===== src/rtl/ring_injector_q_if.sv =====
// Node-side bundle of ring_injector_q: ring slots, injection enqueue handshake and status.
interface ring_injector_q_if #(
  parameter int NCH = 2,
  parameter int FW  = 64
);
  logic [NCH*FW-1:0] ring_in;
  logic [NCH*FW-1:0] ring_out;
  logic [NCH-1:0]    enq_valid;
  logic [NCH*FW-1:0] enq_data;
  logic [NCH-1:0]    enq_ready;
  logic [NCH-1:0]    inj_ack;
  logic [NCH-1:0]    starve;
  logic [NCH-1:0]    fifo_empty;

  modport master (
    output ring_in, enq_valid, enq_data,
    input  ring_out, enq_ready, inj_ack, starve, fifo_empty
  );

  modport slave (
    input  ring_in, enq_valid, enq_data,
    output ring_out, enq_ready, inj_ack, starve, fifo_empty
  );
endinterface


===== src/rtl/ring_injector_q.sv =====
// Per-node ring injection stage: per-channel local FIFO whose head fills ring bubbles,
// ring traffic passes combinationally, and a saturating counter flags starved heads.
module ring_injector_q #(
  parameter int NCH       = 2,
  parameter int FW        = 64,
  parameter int VALID_BIT = 63,
  parameter int DEPTH     = 4,
  parameter int CW        = 8,
  parameter int STARVE_TH = 32
) (
  input  logic            clk,
  input  logic            rst,
  ring_injector_q_if.slave bus
);

  localparam int PW   = (DEPTH > 1) ? $clog2(DEPTH) : 1;
  localparam int CNTW = $clog2(DEPTH + 1);
  localparam logic [PW-1:0]   LAST_PTR   = PW'(DEPTH - 1);
  localparam logic [CNTW-1:0] FULL_CNT   = CNTW'(DEPTH);
  localparam logic [CW-1:0]   STARVE_LIM = CW'(STARVE_TH);

  function automatic logic [CW-1:0] sat_inc(input logic [CW-1:0] v);
    return (&v) ? v : v + 1'b1;
  endfunction

  function automatic logic [PW-1:0] ptr_inc(input logic [PW-1:0] p);
    return (p == LAST_PTR) ? '0 : p + 1'b1;
  endfunction

  genvar c;
  generate
    for (c = 0; c < NCH; c++) begin : g_ch
      logic [FW-1:0]   mem [DEPTH];
      logic [PW-1:0]   rd_ptr;
      logic [PW-1:0]   wr_ptr;
      logic [CNTW-1:0] count;
      logic [CW-1:0]   scnt;
      logic [CW-1:0]   scnt_nxt;
      logic            starve_q;
      logic [FW-1:0]   slot_in;
      logic [FW-1:0]   slot_out;
      logic            rv;
      logic            empty;
      logic            full;
      logic            ack;
      logic            push;

      assign slot_in = bus.ring_in[c*FW +: FW];
      assign rv      = slot_in[VALID_BIT];
      assign empty   = (count == '0);
      assign full    = (count == FULL_CNT);
      assign ack     = ~rv & ~empty;
      // Acceptance looks only at the current count, so a same-cycle pop never frees a full FIFO.
      assign push    = bus.enq_valid[c] & ~rst & ~full;

      always_comb begin
        slot_out = slot_in;
        if (ack) begin
          slot_out            = mem[rd_ptr];
          slot_out[VALID_BIT] = 1'b1;
        end
      end

      always_comb begin
        scnt_nxt = sat_inc(scnt);
        if (empty || ack) scnt_nxt = '0;
      end

      always_ff @(posedge clk or posedge rst) begin
        if (rst) begin
          rd_ptr   <= '0;
          wr_ptr   <= '0;
          count    <= '0;
          scnt     <= '0;
          starve_q <= 1'b0;
        end else begin
          if (push) wr_ptr <= ptr_inc(wr_ptr);
          if (ack)  rd_ptr <= ptr_inc(rd_ptr);
          if (push && !ack)      count <= count + 1'b1;
          else if (!push && ack) count <= count - 1'b1;
          scnt     <= scnt_nxt;
          starve_q <= (scnt_nxt >= STARVE_LIM);
        end
      end

      // Flit storage carries no reset; occupancy is governed entirely by the pointers.
      always_ff @(posedge clk) begin
        if (push) mem[wr_ptr] <= bus.enq_data[c*FW +: FW];
      end

      assign bus.ring_out[c*FW +: FW] = slot_out;
      assign bus.enq_ready[c]         = ~rst & ~full;
      assign bus.inj_ack[c]           = ack;
      assign bus.starve[c]            = starve_q;
      assign bus.fifo_empty[c]        = empty;
    end
  endgenerate

endmodule

===== src/flat_wrapper.sv =====
// flat-port wrapper written by rule: the top's interface ports become plain ports
module ring_injector_q_flat 
#(
  parameter int NCH       = 2,
  parameter int FW        = 64,
  parameter int VALID_BIT = 63,
  parameter int DEPTH     = 4,
  parameter int CW        = 8,
  parameter int STARVE_TH = 32
)
  (clk, rst, bus_ring_in, bus_enq_valid, bus_enq_data, bus_ring_out, bus_enq_ready, bus_inj_ack, bus_starve, bus_fifo_empty);
  ring_injector_q_if #(.NCH(NCH), .FW(FW)) bus_i ();
  input  logic clk;
  input  logic rst;
  input wire logic [$bits(bus_i.ring_in)-1:0] bus_ring_in;
  input wire logic [$bits(bus_i.enq_valid)-1:0] bus_enq_valid;
  input wire logic [$bits(bus_i.enq_data)-1:0] bus_enq_data;
  output wire logic [$bits(bus_i.ring_out)-1:0] bus_ring_out;
  output wire logic [$bits(bus_i.enq_ready)-1:0] bus_enq_ready;
  output wire logic [$bits(bus_i.inj_ack)-1:0] bus_inj_ack;
  output wire logic [$bits(bus_i.starve)-1:0] bus_starve;
  output wire logic [$bits(bus_i.fifo_empty)-1:0] bus_fifo_empty;
  assign bus_i.ring_in = bus_ring_in;
  assign bus_i.enq_valid = bus_enq_valid;
  assign bus_i.enq_data = bus_enq_data;
  assign bus_ring_out = bus_i.ring_out;
  assign bus_enq_ready = bus_i.enq_ready;
  assign bus_inj_ack = bus_i.inj_ack;
  assign bus_starve = bus_i.starve;
  assign bus_fifo_empty = bus_i.fifo_empty;
  ring_injector_q #(.NCH(NCH), .FW(FW), .VALID_BIT(VALID_BIT), .DEPTH(DEPTH), .CW(CW), .STARVE_TH(STARVE_TH)) u_core (.clk(clk), .rst(rst), .bus(bus_i));
endmodule

===== config.mk =====
export PLATFORM = sky130hd
export DESIGN_NAME = ring_injector_q_flat
export DESIGN_NICKNAME = d
export VERILOG_FILES = /design/src/rtl/ring_injector_q_if.sv /design/src/rtl/ring_injector_q.sv /design/src/flat_wrapper.sv
export SDC_FILE = /design/constraint.sdc
export NUM_CORES = 1
export LEC_CHECK = 0
export BUFFER_PORTS_ARGS = -buffer_cell sky130_fd_sc_hd__buf_2
export CAP_MARGIN = 40
export CORE_ASPECT_RATIO = 0.7
export CORE_MARGIN = 4
export CORE_UTILIZATION = 40
export CTS_CLUSTER_SIZE = 40
export DETAILED_ROUTE_END_ITERATION = 10
export GPL_TIMING_DRIVEN = 1
export SYNTH_ARGS = -nofsm -noshare
export SYNTH_HDL_FRONTEND = slang
export SYNTH_SLANG_ARGS = --single-unit

===== constraint.sdc =====
create_clock -name clk -period 3.7 [get_ports clk]
set_input_delay 0.74 -clock clk [delete_from_list [all_inputs] [get_ports clk]]
set_output_delay 0.74 -clock clk [all_outputs]
set_load 0.01 [all_outputs]

## After elaboration in Yosys (flattened, before gate mapping)

Memories as Yosys holds them, arrays and structs flattened.
Index checks and enable logic that the tools add are counted.

| storage, ports and cells | value |
|---|---|
| ROM bits | 0 |
| word-level logic and storage cells | 79 |
| memory bits (writable) | 512 |
| memories kept | 2 |
| input port bits | 260 |
| bits in registers | 32 |
| bits in latches | 0 |

| cells by class | value |
|---|---|
| multiply operators | 0 |
| mux-type cells | 18 |
| shifts and indexed selects | 0 |
| add/sub/neg operators | 10 |
| equal/unequal tests | 6 |
| $lt $le $gt $ge | 2 |
| bitwise operators | 15 |
| divide/modulo/power cells | 0 |
| reductions and logical operators | 16 |

Memories:

| name | words | bits a word | rd ports | clocked after Yosys merged registers in | wr ports | RTL line | text |
|---|---|---|---|---|---|---|---|
| u_core.g_ch[0].mem | 4 | 64 | 1 | 0 | 1 | ring_injector_q.sv:33 | `logic [FW-1:0] mem [DEPTH];` |
| u_core.g_ch[1].mem | 4 | 64 | 1 | 0 | 1 | ring_injector_q.sv:33 |  |

Operators by type and width:

| cell | number |
|---|---|
| 64-bit two-way mux | 2 |
| 8-bit two-way mux | 4 |
| 8-bit by 1-bit adder with 8-bit output, second input constant | 2 |
| 8-bit by 6-bit >= comparator with 1-bit output, second input constant | 2 |
| 8-bit AND reduction | 2 |
| 3-bit two-way mux | 4 |
| 2-bit by 1-bit adder with 2-bit output, second input constant | 4 |
| 1-bit bitwise AND | 8 |
| 2-bit equality test, second input constant | 4 |
| 2-bit two-way mux | 4 |
| 1-bit inverter | 7 |
| 3-bit by 1-bit adder with 3-bit output, second input constant | 2 |
| 3-bit equality test, second input constant | 2 |
| 3-bit logical NOT | 2 |
| 3-bit by 1-bit subtractor with 3-bit output, second input constant | 2 |
| 1-bit logical AND | 4 |
| 1-bit logical NOT | 4 |
| 1-bit two-way mux | 4 |
| 2-bit nonzero test | 2 |
| 1-bit logical OR | 2 |

## Depth between registers and ports, before layout

| depth | value |
|---|---|
| depth after elaboration | 7 |
| depth in mapped cells | 10 |

## Least setup slack after synthesis

No wires, ideal clock.

| timing | value |
|---|---|
| kind | input to register |
| start point | input port bus_enq_valid[1] |
| end point | memory u_core.g_ch[1].mem[0][0], enable pin |
| data arrival time | 2666 ps |
| stages on the path | 3 |
| path buffers | 0 |
| required time | 3272 ps |
| setup slack | 607 ps |
| cell sequence | inv_1 > a211oi_2 > and2_1 |

| on the way | value |
|---|---|
| cells in the longest elaborated chain, start to end | 4 |

Ends and longest elaborated chain:

| item | RTL line | text |
|---|---|---|
| start: declaration | flat_wrapper.sv:16 | `input wire logic [$bits(bus_i.enq_valid)-1:0] bus_enq_valid;` |
| 1-bit bitwise AND (2 in series) | ring_injector_q.sv:54 | `assign push = bus.enq_valid[c] & ~rst & ~full;` |
| 1-bit two-way mux | ring_injector_q.sv:88 | `if (push) mem[wr_ptr] <= bus.enq_data[c*FW +: FW];` |
| 1-bit two-way mux (not written as such) | ring_injector_q.sv:88 |  |
| end: declaration | ring_injector_q.sv:33 |  |

Every way passes these cells.

## Worst setup path after layout

| timing | value |
|---|---|
| start point | register u_core.g_ch[1].rd_ptr[0] |
| end point | output port bus_ring_out[78] |

| on the way | value |
|---|---|
| cells in the longest elaborated chain, start to end | 2 |

Ends and longest elaborated chain:

| item | RTL line | text |
|---|---|---|
| start: declaration | ring_injector_q.sv:34 | `logic [PW-1:0] rd_ptr;` |
| start signal: assignment | ring_injector_q.sv:78 | `if (ack) rd_ptr <= ptr_inc(rd_ptr);` |
| memory read 4 x 64 bit | - |  |
| 64-bit two-way mux | ring_injector_q.sv:58 | `if (ack) begin` |
| end: declaration | flat_wrapper.sv:18 | `output wire logic [$bits(bus_i.ring_out)-1:0] bus_ring_out;` |

Every way passes these cells.

==> results.yml <==
status:
  status: "complete, no violations"
critical_path:
  arrival_ps: 2660
  worst-r2r-setup-slack_ps: 1210
  cp_cell_sequence: "buf_12, mux4_2, mux2_2, buf_2"
  regToRegEndpoint: "u_core.g_ch[1].count[1]$_DFFE_PP0P_"
  path_class: "reg -> out"
  crit_path_start_kind: "flop"
  max_stage_delay_ps: 800
  rr_startpoint: "u_core.g_ch[1].count[1]$_DFFE_PP0P_"
  timing.critical_path.slowest_stage_cell: "dfrtp_4"
  crit_fanout: 28
  ff2ff_path_depth: 8
  cp-end-kind: "output port"
  required_ps: 2960
detailed_routing:
  routed_wl_mm: 46.59
  routed_via_density: 4.964
  detailroute.via_count: 10980
  drt_pass1_iterations: 5
  dr.first_iter.drc_count: 675
  route.antenna.remaining_nets: 0
  routed_wire_length_per_instance_um: 21.07
  post-route-drc-count: 0
sta:
  timing.slew.headroom_pct: 48.62
  slew_violations: 0
  timing_worst_slew_pin_value_ps: 770.6
  finalCritPeriodShare_pct: 91.84
  timing.clock.skew_ps: 19.94
  min_tclk_post_route_ps: 3398
  setup_total_negative_slack_ps: 0
  setup_violations: 0
  hold_viol_final: 0
  max_freq_mhz: 294.3
  grt_setup_unrepaired: "no"
logic_synthesis:
  synthMostInstantiatedCell: "edfxtp_1"
  synth_largest_area_cell: "edfxtp_1"
  seq_area_frac_synth_pct: 73.65
  ys_warn_count: 0
  yosysUniqueCellTypes: 41
  synthesis.instances: 986
  synth_top_cells_by_count: "504 x edfxtp_1, 136 x mux2_2, 126 x mux4_2"
  syn_area_mm2: 0.02164
  synth_edf_count: 504
  synth_largest_type_area_fraction_pct: 69.95
  yosys_register_bits: 536
  syn_nets: 1262
  async_set_or_reset_register_ratio_after_synthesis_pct: 5.970
  postSynthAreaPerCell_um2: 21.94
  synth-main-ff-cell: "edfxtp_1"
  yosys-top-cells-area: "edfxtp_1 70%, mux4_2 13%, mux2_2 7.1%"
clock_network:
  clock_tree.root_cell: "clkbuf_16"
  cts-htree-levels: 2
  tritoncts_clock_tree: "done"
  max-clock-path-buffers: 3
  clk_latency_ps: 580
  cts_hold_buffers: 0
  number_of_clock_buffers_inserted_by_tritoncts: 53
  cts.reportedPaths.clkPinSlew_ps: 60
  cts.sinks: 536
  cts_resized: 0
floorplan:
  die-width_um: 286.0
  fp.dieH_um: 202.6
  placementRows: 71
  initial_utilization_pct: 40.33
  floorplan.io_pins: 396
  die_area_mm2: 0.05794
  design.core.area_mm2: 0.05366
global_route:
  grt_overflow: 0
  grt_antenna_before_repair: 5
  grt_first_pass_wirelength_mm: 70.28
  track_usage_pct: 15.85
  grt_start_max_net_pins: 48
  first_global_vias: 11550
power:
  leakagePower_nw: 9.368
  vdd_ir_drop_max_mv: 0.4158
  power_density_mw_per_mm2: 688.5
placement:
  gp_congestion: 0.7349
  post-place-cells: 2110
  i_o_buffers: 393
  post-dp-hpwl_mm: 31.55
finish:
  area_growth_pct: 22.16
  n_fill_cell: 4469
  stdcell_count: 2211
  drive_gt1_share_pct: 54.26
  finalNetCount: 1712
run:
  max_cap_viol_count: 0
worst_hold_path:
  worst_hold_path_type: "in -> async"
layer usage:
layer	vias to the layer above	track usage, %	routed length, µm
li1	5027	-	-
met1	5662	21.99	20180
met2	226	26.35	23580
met3	56	2.963	2071
met4	4	3.670	741
met5	-	0	14
area by class of cell:
| class | instances | area, µm² | share of cell area [%] |
|---|---|---|---|
| timing repair buffer | 447 | 2592 | 9.808 |
| multi-input combinational | 387 | 5308 | 20.08 |
| clock buffer | 68 | 1425 | 5.392 |
| sequential | 536 | 15950 | 60.33 |
| inverter | 11 | 41.29 | 0.1562 |
| tap | 730 | 913.4 | 3.456 |
| antenna | 1 | 2.502 | 0.009467 |
| clock inverter | 31 | 203.9 | 0.7716 |
per-stage QoR:
| stage | total power [mW] | util (%) | setup slack, ps | hold WS (ps) | cell area (µm²) |
|---|---|---|---|---|---|
| floorplan | 11.46 | - | 606.9 | 490.5 | 21640 |
| global placement | 13.34 | 46.15 | 679.0 | 521.1 | 24770 |
| detailed placement | 13.42 | 46.18 | 694.5 | 532.1 | 24780 |
| CTS | 18.49 | 49.22 | 50.16 | 215.6 | 26410 |
| global route | 19.18 | 49.26 | 114.6 | 244.9 | 26430 |
| finish | 18.20 | 49.26 | 302.0 | 240.9 | 26430 |
state kept, by name, indices dropped and copies added, names as in the netlist:
signal / flops
u_core.g_ch.mem: 504
u_core.g_ch.wr_ptr: 4
u_core.g_ch.count: 6
u_core.g_ch.rd_ptr: 4
u_core.g_ch.starve_q: 2
u_core.g_ch.scnt: 16
critical path: cells and delay by family (launching register included):
family   cells  cell delay, ps
buf+inv      2             400
mux          2             860
flops        1             800
cells in the final DEF (no fill, tap or decap), types with 7 or more instances in the layout:
cell / n
nor2_1: 8
ha_1: 14
edfxtp_1: 504
a31oi_1: 7
mux4_2: 126
nor3_1: 11
clkinv_1: 10
o21ai_0: 9
inv_1: 11
buf_4: 36
mux2_2: 136
dfrtp_1: 28
buf_2: 393
buf_12: 17
and3_1: 7
nand2_1: 7
clkbuf_1: 13
clkinv_2: 10
clkbuf_16: 55
and2_2: 8
report_power, final:
part           switching [mW]  internal [mW]
Combinational            2.56           2.82
Clock                    2.19           2.81
Sequential              0.452           7.38
kinds of logic after synthesis:
logic type	Yosys count	share of synthesized area (%)
muxes	264	20.29
DFF	536	73.65
adders and majority gates	16	0.9946
AOI/OAI and AO/OA	32	0.9599
xor gates and xnor gates	6	0.2429
and+or+nand+nor	69	1.943
buffers and inverters	63	1.926
what timing repair did:
action | CTS | global route
endpoints found under the hold margin | 0 | 0
buffers inserted | 0 | 1
setup endpoints to repair | 0 | 11
how the worst max path moves through the flow:
stage | depth (start not counted) | end | from
6_report | 4 | bus_ring_out[78] | u_core.g_ch[1].rd_ptr[0]$_DFFE_PP0N_
3_5_place_dp | 4 | bus_ring_out[54] | u_core.g_ch[0].rd_ptr[0]$_DFFE_PP0N_
5_1_grt | 4 | bus_ring_out[78] | u_core.g_ch[1].rd_ptr[0]$_DFFE_PP0N_
4_1_cts | 4 | bus_ring_out[54] | u_core.g_ch[0].rd_ptr[0]$_DFFE_PP0N_
2_1_floorplan | 3 | u_core.g_ch[1].mem[0][0]$_DFFE_PP_ | bus_enq_valid[1]
3_3_place_gp | 4 | bus_ring_out[54] | u_core.g_ch[0].rd_ptr[0]$_DFFE_PP0N_
Note: power is estimated with default switching activity, not from simulation.
